==> config.mk <==
export PLATFORM = sky130hd
export DESIGN_NAME = accumulator_ctrl
export DESIGN_NICKNAME = d
export VERILOG_FILES = /design/src/rtl/accumulator_ctrl.sv
export SDC_FILE = /design/constraint.sdc
export NUM_CORES = 1
export LEC_CHECK = 0
export ABC_AREA = 1
export ABC_CLOCK_PERIOD_IN_PS = 3400
export BUFFER_PORTS_ARGS = -buffer_cell sky130_fd_sc_hd__buf_4
export CAP_MARGIN = 15
export CORE_ASPECT_RATIO = 2
export CORE_MARGIN = 2
export CORE_UTILIZATION = 50
export CTS_CLUSTER_SIZE = 12
export DETAILED_ROUTE_END_ITERATION = 7
export PLACE_DENSITY = 0.77
export SYNTH_ARGS = -nofsm -noshare
export SYNTH_HDL_FRONTEND = slang
export SYNTH_SLANG_ARGS = --single-unit
==> constraint.sdc <==
create_clock -name clk -period 3.4 [get_ports clk]
set_clock_uncertainty 0.05 [all_clocks]
set_input_delay 0 -clock clk [delete_from_list [all_inputs] [get_ports clk]]
set_output_delay 0 -clock clk [all_outputs]
set_load 0.01 [all_outputs]
==> src/rtl/accumulator_ctrl.sv <==
// Sequencer for accumulator_bank: writes/accumulates K-tile psums, then drains rows under valid/ready.
// Optional DRAIN back-pressure counter enabled by defining ACC_CTRL_PERF_CNT_EN.
module accumulator_ctrl #(
  parameter int unsigned ROWS_MAX = 16,
  parameter int unsigned KT_W     = 8
) (
  input  logic            clk,
  input  logic            rst_n,
  input  logic            start,
  input  logic [4:0]      cfg_rows,
  input  logic [KT_W-1:0] cfg_k_tiles,
  input  logic            psum_valid,
  input  logic            out_ready,
  output logic [3:0]      acc_addr,
  output logic            acc_wr_en,
  output logic            acc_mode,
  output logic            out_valid,
  output logic            out_last,
  output logic            busy,
  output logic            done,
  output logic            err,
  output logic [31:0]     perf_stall_cnt
);

  typedef enum logic [1:0] {StIdle, StAccum, StDrain, StDone} state_e;

  state_e          state_q;
  logic [3:0]      row_cnt_q;
  logic [KT_W-1:0] k_cnt_q;
  logic [4:0]      rows_q;
  logic [KT_W-1:0] kt_q;
  logic            err_q;

  logic cfg_ok;
  logic start_ok;
  logic row_last;
  logic k_last;
  logic stray;

  assign cfg_ok   = (cfg_rows != 5'd0) && ({27'd0, cfg_rows} <= ROWS_MAX)
                    && (cfg_k_tiles != '0);
  assign start_ok = (state_q == StIdle) && start && cfg_ok;
  assign row_last = ({1'b0, row_cnt_q} == (rows_q - 5'd1));
  assign k_last   = (k_cnt_q == (kt_q - KT_W'(1)));
  // Rows only enter the bank while accumulating; anything else is a protocol error.
  assign stray    = psum_valid && (state_q != StAccum);

  always_ff @(posedge clk) begin
    if (!rst_n) begin
      state_q   <= StIdle;
      row_cnt_q <= '0;
      k_cnt_q   <= '0;
      rows_q    <= '0;
      kt_q      <= '0;
      err_q     <= 1'b0;
    end else begin
      err_q <= stray;
      unique case (state_q)
        StIdle: begin
          if (start) begin
            if (cfg_ok) begin
              rows_q    <= cfg_rows;
              kt_q      <= cfg_k_tiles;
              row_cnt_q <= '0;
              k_cnt_q   <= '0;
              state_q   <= StAccum;
            end else begin
              err_q <= 1'b1;
            end
          end
        end
        StAccum: begin
          if (psum_valid) begin
            if (row_last) begin
              row_cnt_q <= '0;
              k_cnt_q   <= k_cnt_q + KT_W'(1);
              if (k_last) state_q <= StDrain;
            end else begin
              row_cnt_q <= row_cnt_q + 4'd1;
            end
          end
        end
        StDrain: begin
          if (out_ready) begin
            if (row_last) begin
              row_cnt_q <= '0;
              state_q   <= StDone;
            end else begin
              row_cnt_q <= row_cnt_q + 4'd1;
            end
          end
        end
        StDone: state_q <= StIdle;
        default: state_q <= StIdle;
      endcase
    end
  end

  always_comb begin
    acc_addr  = 4'd0;
    acc_wr_en = 1'b0;
    acc_mode  = 1'b0;
    out_valid = 1'b0;
    out_last  = 1'b0;
    unique case (state_q)
      StAccum: begin
        acc_addr  = row_cnt_q;
        acc_wr_en = psum_valid;
        acc_mode  = (k_cnt_q != '0);
      end
      StDrain: begin
        acc_addr  = row_cnt_q;
        out_valid = 1'b1;
        out_last  = row_last;
      end
      default: ;
    endcase
  end

  assign busy = (state_q != StIdle);
  assign done = (state_q == StDone);
  assign err  = err_q;

`ifdef ACC_CTRL_PERF_CNT_EN
  logic [31:0] stall_cnt_q;

  always_ff @(posedge clk) begin
    if (!rst_n) begin
      stall_cnt_q <= '0;
    end else if (start_ok) begin
      stall_cnt_q <= '0;
    end else if ((state_q == StDrain) && !out_ready && (stall_cnt_q != '1)) begin
      stall_cnt_q <= stall_cnt_q + 32'd1;
    end
  end

  assign perf_stall_cnt = stall_cnt_q;
`else
  assign perf_stall_cnt = 32'd0;
`endif

endmodule

==> insert_results.sql, run 1 <==
INSERT INTO impl_metrics (metric_group, metric, value, unit) VALUES
('status', 'run_status', 'finished, final reports clean', ''),
('sta', 'finalSetupViolations', '0', ''),
('pwr', 'p_per_area', '615.4', 'mW/mm²'),
('floorplanning', 'core_region_area', '0.004297', 'mm²'),
('global_routing', 'grt_max_degree', '27', ''),
('pwr', 'power.static_leakage', '1.248', 'nW'),
('drt', 'vias', '2182', ''),
('cells_and_area', 'commonest_non_fill_non_tap_cell_in_the_layout', 'nand2_1', ''),
('cts', 'h_tree_depth', '1', ''),
('placed_design', 'gp_routability_congestion', '0.9470', ''),
('cts', 'ctsLongestPathBuffers', '2', ''),
('setup_path', 'type_of_the_worst_setup_path', 'input pin to flop', ''),
('cts', 'clock_tree_from_tritoncts', 'done', ''),
('cts', 'clkSlewWorstSetupHoldPaths', '0.10', 'ns'),
('placed_design', 'numPortBuffers', '28', ''),
('drt', 'drt_first_pass_iters', '5', ''),
('floorplanning', 'dieHeight', '98.12', 'µm'),
('cts', 'cts_sinks', '28', ''),
('cts', 'cts_resized', '0', ''),
('floorplanning', 'io_pins', '61', ''),
('sta', 'fin_setup_tns', '0', 'ns'),
('worst_hold_path', 'hold_path.class', 'input pin to flop', ''),
('yosys', 'postSynthRegisterBits', '28', ''),
('sta', 'fraction_of_the_cycle_the_final_worst_path_needs', '64.38', '%'),
('floorplanning', 'die_w', '51.06', 'µm'),
('setup_path', 'worstPathCellList', 'dlygate4sd3_1 > buf_4 > nor2_1 > nand2_1 > nand2_1 > nand2_1 > nor2_1 > nand3_1 > o21ai_0 > a21oi_1', ''),
('global_routing', 'antenna_violations_before_repair', '0', ''),
('sta', 'slew_viol_final', '0', ''),
('drt', 'route.detailed.vias_per_inst', '4.892', ''),
('drt', 'number_of_violations_reported_at_the_end_of_detailed_routing_iteration_0', '72', ''),
('drt', 'wirelength', '5216', 'µm'),
('floorplanning', 'floorplan.rows', '34', ''),
('yosys', 'async_flop_share', '0', '%'),
('flow_run', 'max-cap-violations', '0', ''),
('cells_and_area', 'multi_input_logic_area', '0.001343', 'mm²'),
('pwr', 'max-vdd-ir-drop', '0.4957', 'mV'),
('yosys', 'synth.lib_cells_used.distinct', '28', ''),
('cells_and_area', 'final_util', '59.52', '%'),
('floorplanning', 'start_util', '51.54', '%'),
('sta', 'whs', '0.2081', 'ns'),
('cts', 'cts_root_buffer', 'clkbuf_8', ''),
('setup_path', 'cp_top_family', 'simple AND/OR/NAND/NOR gates', ''),
('setup_path', 'critPathMaxStageDelay', '0.60', 'ns'),
('cts', 'worst_skew_pair.late_latency', '0.28', 'ns'),
('global_routing', 'vias_in_the_first_global_route', '2076', ''),
('drt', 'ant_nets', '0', ''),
('setup_path', 'crit_path_max_fanout', '26', ''),
('setup_path', 'worstPathRequired', '3.49', 'ns'),
('cells_and_area', 'syn2layout_area_growth', '15.48', '%'),
('global_routing', 'grt_usage', '22.51', '%'),
('cells_and_area', 'nets', '421', ''),
('global_routing', 'global_route.overflow_total', '0', ''),
('global_routing', 'grt_first_pass_wirelength', '8625', 'µm'),
('setup_path', 'critical_path_source_type', 'input pin', ''),
('placed_design', 'half_perimeter_wire_length_after_detailed_placement', '4063', 'µm'),
('drt', 'drc', '0', ''),
('sta', 'achievable-frequency', '0.4568', 'GHz'),
('pwr', 'report.power.total', '1.574', 'mW'),
('cells_and_area', 'fill_cells', '421', ''),
('sta', 'rsz0062_at_grt', 'no', ''),
('sta', 'worst_pin_slew', '0.8471', 'ns'),
('yosys', 'synth_cells', '351', ''),
('cts', 'cts-buffers-inserted', '3', ''),
('yosys', 'ys_warn_count', '0', ''),
('drt', 'routed_wire_length_per_instance', '11.70', 'µm'),
('setup_path', 'crit_buf_inv', '2', ''),
('setup_path', 'critical-path-top-cell-by-count', 'nand2_1', ''),
('cells_and_area', 'layout.cells.most_common_list', 'nand2_1, nor2_1, inv_1, conb_1', ''),
('cells_and_area', 'register_area', '560.5', 'µm²'),
('yosys', 'ys.flop_type', 'dfxtp_1', ''),
('yosys', 'synth_area_per_cell', '6.309', 'µm²'),
('cells_and_area', 'post_route_cells_drive_above_1_share', '13.27', '%'),
('floorplanning', 'die_area', '0.005010', 'mm²'),
('yosys', 'synth.cell_area', '0.002215', 'mm²'),
('sta', 'hold_viol', '0', ''),
('sta', 'slew-limit-headroom', '43.37', '%'),
('setup_path', 'worst_path_max_delay_cell', 'nand3_1', ''),
('cells_and_area', 'n_antenna_cell', '0', ''),
('setup_path', 'crit_end_element', 'flop', ''),
('yosys', 'synth_seq_area_share', '25.31', '%'),
('yosys', 'synth_enable_flop_cells', '0', ''),
('sta', 'post-route-min-period', '2.189', 'ns'),
('setup_path', 'worst-endpoint-arrival', '2.28', 'ns');
worst paths after layout:
| kind | start | to | slack [ns] | cells past startpoint |
|---|---|---|---|---|
| min | out_ready | row_cnt_q[3] | 0.21 | 5 |
| max reg2reg | state_q[0] | err | 1.41 | 7 |
| max | cfg_rows[2] | rows_q[2] | 1.21 | 10 |
| min reg2reg | kt_q[7] | kt_q[7] | 0.41 | 2 |
logic make-up after synthesis:
family	synth area share (%)
other	0.1693
AO/OA/AOI/OAI	11.19
AND/OR/NAND/NOR	34.01
buffers and inverters	19.32
XOR/XNOR	4.350
adder cells (fa/ha/maj)	5.650
flip-flops	25.31
cells in the mapped netlist (2+ instances only):
| master | number | share of area, % |
|---|---|---|
| a21oi_1 | 27 | 6.1 |
| buf_2 | 3 | 0.68 |
| buf_4 | 32 | 11 |
| clkbuf_1 | 3 | 0.51 |
| dfxtp_1 | 28 | 25 |
| ha_1 | 10 | 5.6 |
| inv_1 | 34 | 5.8 |
| inv_2 | 9 | 1.5 |
| nand2_1 | 89 | 15 |
| nand2_2 | 5 | 1.4 |
| nand3_1 | 16 | 3.6 |
| nand4_1 | 9 | 2.5 |
| nor2_1 | 41 | 6.9 |
| nor2_4 | 2 | 1.0 |
| nor3_1 | 3 | 0.68 |
| o21ai_0 | 9 | 2.0 |
| o21ai_1 | 10 | 2.3 |
| or2_1 | 2 | 0.56 |
| xnor2_1 | 4 | 1.6 |
| xor2_1 | 7 | 2.8 |
flip-flops by register name, indices dropped and copies added (netlist names):
| register | count |
|---|---|
| state_q | 2 |
| k_cnt_q | 8 |
| row_cnt_q | 4 |
| rows_q | 5 |
| err | 1 |
| kt_q | 8 |
per-stage QoR:
step                      cells  area, µm²  setup WS [ns]
after floorplan             382       2331          1.685
after global placement      426       2342          1.469
after detailed placement    426       2342          1.467
after CTS                   446       2557          1.316
after global routing        446       2557         0.9747
final                       446       2557          1.211
area by class of cell:
type / count / area share, %
clock buffer: 4 / 2.153
multi-input combinational: 273 / 52.50
sequential: 28 / 21.92
timing repair buffer: 44 / 14.48
tap: 54 / 2.642
inverter: 43 / 6.311
report_power, final:
part / leakage [nW] / total (mW) / switching [mW] / internal (mW)
Combinational: 0.990 / 0.896 / 0.573 / 0.322
Clock: 0.0288 / 0.211 / 0.107 / 0.104
Sequential: 0.229 / 0.467 / 0.0746 / 0.392
Total: 1.25 / 1.57 / 0.755 / 0.819
what timing repair did:
action	in CTS	in global routing
endpoints found under the hold margin	15	0
setup endpoints to repair	0	0
hold buffers	16	0
setup buffers	0	0
worst reg2reg max path, delay by kind of cell (launching register included):
kind                     cells  cell delay (ns)
AO/OA/AOI/OAI                1             0.13
adder cells (fa/ha/maj)      1             0.22
flip-flops                   1             0.35
buffers and inverters        3             0.80
AND/OR/NAND/NOR              2             0.40
per-layer routing:
| metal | global-route usage (%) | vias up | share of wire, % |
|---|---|---|---|
| li1 | - | 1133 | - |
| met1 | 19.63 | 970 | 34 |
| met2 | 45.15 | 64 | 59 |
| met3 | 1.988 | 15 | 3.0 |
| met4 | 13.72 | 0 | 4.0 |
| met5 | 0 | - | 0 |
No activity file was read; power rests on OpenSTA's default activity.
==> run 2: changes to the inputs <==
--- a/config.mk
+++ b/config.mk
@@ -6,7 +6,7 @@
 export NUM_CORES = 1
 export LEC_CHECK = 0
 export ABC_AREA = 1
-export ABC_CLOCK_PERIOD_IN_PS = 3400
+export ABC_CLOCK_PERIOD_IN_PS = 2100
 export BUFFER_PORTS_ARGS = -buffer_cell sky130_fd_sc_hd__buf_4
 export CAP_MARGIN = 15
 export CORE_ASPECT_RATIO = 2
==> constraint.sdc (replaced) <==
create_clock -name clk -period 2.1 [get_ports clk]
set_clock_uncertainty 0.05 [all_clocks]
set_input_delay 0 -clock clk [delete_from_list [all_inputs] [get_ports clk]]
set_output_delay 0 -clock clk [all_outputs]
set_load 0.01 [all_outputs]
==> insert_results.sql, run 2 (synthesis gave the netlist of run 1 again) <==
INSERT INTO impl_metrics (metric_group, metric, value, unit) VALUES
('cells_and_area', 'syn2layout_area_growth', '16.16', '%'),
('placed_design', 'numPortBuffers', '28', ''),
('global_routing', 'grt.busiest_layer', 'met2', ''),
('placed_design', 'dp_worst_setup_slack', '0.2162', 'ns'),
('flow_run', 'max-cap-violations', '0', ''),
('pwr', 'combinationalPowerShare', '57.3', '%'),
('setup_path', 'worst_setup_path_endpoint', 'row_cnt_q[1]', ''),
('cells_and_area', 'commonest_non_fill_non_tap_cell_in_the_layout', 'nand2_1', ''),
('sta', 'rsz0062_at_grt', 'no', ''),
('pwr', 'power.sequential.fraction', '29.6', '%'),
('sta', 'finalSetupViolations', '0', ''),
('status', 'run_status', 'finished with violations', ''),
('drt', 'drc', '0', ''),
('cts', 'cts-buffers-inserted', '3', ''),
('drt', 'number_of_violations_reported_at_the_end_of_detailed_routing_iteration_0', '48', ''),
('floorplanning', 'dieHeight', '98.12', 'µm'),
('cts', 'cts_sinks', '28', ''),
('setup_path', 'critical_path_source_type', 'flop', ''),
('floorplanning', 'floorplan.rows', '34', ''),
('drt', 'route.detailed.vias_per_inst', '4.989', ''),
('setup_path', 'type_of_the_worst_setup_path', 'flop to flop', ''),
('setup_path', 'critPathMaxStageDelay', '0.40', 'ns'),
('pwr', 'p_per_area', '1000', 'mW/mm²'),
('global_routing', 'globalRouteMet1Util', '20.31', '%'),
('floorplanning', 'die_area', '0.005010', 'mm²'),
('setup_path', 'timing.reg2reg.setup_slack', '0.13', 'ns'),
('setup_path', 'crit_end_element', 'flop', ''),
('global_routing', 'vias_in_the_first_global_route', '2034', ''),
('global_routing', 'grt_max_degree', '27', ''),
('pwr', 'switching_power', '1.227', 'mW'),
('cts', 'clock_tree_from_tritoncts', 'done', ''),
('sta', 'hold_viol', '1', ''),
('cells_and_area', 'layout.cells.most_common_list', 'nand2_1, nor2_1, inv_1, conb_1, buf_4', ''),
('setup_path', 'r2r-start', 'state_q[0]', ''),
('setup_path', 'worstPathRequired', '2.23', 'ns'),
('cts', 'worst_skew_pair.late_latency', '0.28', 'ns'),
('global_routing', 'met2_capacity_usage_during_global_routing', '42.86', '%'),
('pwr', 'max-vdd-ir-drop', '0.9763', 'mV'),
('cells_and_area', 'largestRegisters', 'k_cnt_q (8), kt_q (8), rows_q (5)', ''),
('worst_hold_path', 'hold_path.class', 'input pin to flop', ''),
('cells_and_area', 'final_util', '59.87', '%'),
('drt', 'drt_first_pass_iters', '5', ''),
('drt', 'routed_wire_length_per_instance', '11.68', 'µm'),
('cells_and_area', 'post_route_cells_drive_above_1_share', '14.25', '%'),
('drt', 'wirelength', '5220', 'µm'),
('floorplanning', 'core_region_area', '0.004297', 'mm²'),
('sta', 'whs', '-0.003366', 'ns'),
('pwr', 'power.static_leakage', '1.253', 'nW'),
('setup_path', 'worst_setup_path_startpoint', 'state_q[0]', ''),
('cells_and_area', 'nets', '422', ''),
('global_routing', 'grt_usage', '21.96', '%'),
('sta', 'fin_setup_tns', '0', 'ns'),
('cts', 'cts_root_buffer', 'clkbuf_8', ''),
('cells_and_area', 'fill_cells', '423', ''),
('placed_design', 'dpl.cell_count', '428', ''),
('sta', 'fraction_of_the_cycle_the_final_worst_path_needs', '93.87', '%'),
('global_routing', 'antenna_violations_before_repair', '0', ''),
('placed_design', 'gp_routability_congestion', '0.9340', ''),
('cts', 'h_tree_depth', '1', ''),
('global_routing', 'use_met3', '2.141', '%'),
('setup_path', 'worstRegToRegCells', '11', ''),
('cts', 'cts_setup_buffers', '0', ''),
('drt', 'ant_nets', '0', ''),
('placed_design', 'half_perimeter_wire_length_after_detailed_placement', '3924', 'µm'),
('status', 'violations_in_the_final_reports', 'hold timing', ''),
('drt', 'vias', '2230', ''),
('pwr', 'internal_power', '1.346', 'mW'),
('floorplanning', 'io_pins', '61', ''),
('sta', 'achievable-frequency', '0.5073', 'GHz'),
('setup_path', 'worstPathCellList', 'inv_1 > ha_1 > inv_1 > or2_1 > nand2_2 > inv_2 > nand2_2 > nor3_2 > nand2_1 > nand2_1 > nor2_1', ''),
('sta', 'setup_slack', '0.1288', 'ns'),
('cells_and_area', 'n_antenna_cell', '0', ''),
('setup_path', 'worst_path_max_delay_cell', 'dfxtp_1', ''),
('global_routing', 'grt_first_pass_wirelength', '8528', 'µm'),
('cts', 'ctsLongestPathBuffers', '2', ''),
('floorplanning', 'die_w', '51.06', 'µm'),
('cells_and_area', 'finalNonFillerCells', '447', ''),
('setup_path', 'critical_path.reg2reg.endpoint', 'row_cnt_q[1]', ''),
('global_routing', 'global_route.overflow_total', '0', ''),
('floorplanning', 'start_util', '51.54', '%'),
('sta', 'post-route-min-period', '1.971', 'ns'),
('sta', 'slew_viol_final', '0', ''),
('cts', 'clkSlewWorstSetupHoldPaths', '0.09', 'ns'),
('setup_path', 'worst-endpoint-arrival', '2.10', 'ns'),
('pwr', 'clock_power_share', '13.1', '%'),
('setup_path', 'crit_path_max_fanout', '5', ''),
('pwr', 'switching_share', '47.70', '%');
-- run 2: changes by cell type in the layout (fill, tap and decap cells not counted) --
cell / previous run / this run
nand2_2: 5 / 4
nor2_2: 1 / 3
dlygate4sd3_1: 16 / 15
nand2_4: 0 / 1
buf_4: 28 / 30
nor2_1: 41 / 39
-- run 2: critical path: cells and delay by family (launching register included) --
family	cells	cell delay, ns
adder cells (fa/ha/maj)	1	0.25
flip-flops	1	0.40
buffers and inverters	3	0.33
AND/OR/NAND/NOR	7	0.84
-- run 2: final cells by class --
class	instances	area (µm²)	area share (%)
inverters	43	161.4	6.274
multi-input cells	273	1353	52.58
repair buffers	45	375.4	14.59
well taps	54	67.56	2.626
flip-flops and latches	28	560.5	21.79
clock buffers	4	55.05	2.140
-- run 2: worst min-delay path by stage --
stage / start / to / slack [ns] / cells past startpoint
final: cfg_rows[2] / rows_q[2] / -0.003 / 3
after global routing: cfg_rows[2] / rows_q[2] / 0.02 / 3
after CTS: cfg_rows[2] / rows_q[2] / 0.002 / 3
after detailed placement: cfg_k_tiles[4] / kt_q[4] / 0.23 / 3
after global placement: cfg_k_tiles[4] / kt_q[4] / 0.23 / 3
after floorplan: psum_valid / acc_wr_en / 0.05 / 2
-- run 2: power groups by stage --
stage / clock [mW] / sequential (mW) / combinational, mW
after floorplan: 0 / 0.736 / 1.13
after global placement: 0 / 0.771 / 1.40
after detailed placement: 0 / 0.774 / 1.42
after CTS: 0.341 / 0.761 / 1.46
after global routing: 0.360 / 0.773 / 1.68
final: 0.338 / 0.761 / 1.47
-- run 2: timing repair --
action                                  CTS  global route
endpoints found under the hold margin    15             0
endpoints found under the setup margin    0             2
gates resized for setup                   0             3
hold buffers                             15             0
-- run 2: metal layers --
metal / part of all wire [%] / vias up
met2: 59 / 66
met1: 35 / 1021
met4: 3.0 / 0
li1: - / 1130
met3: 3.3 / 13
met5: 0 / -
-- run 2: through the flow --
stage / instance area, µm² / total power, mW
4_1_cts: 2562 / 2.558
3_3_place_gp: 2357 / 2.172
5_1_grt: 2572 / 2.814
3_5_place_dp: 2357 / 2.197
2_1_floorplan: 2331 / 1.866
6_report: 2572 / 2.573
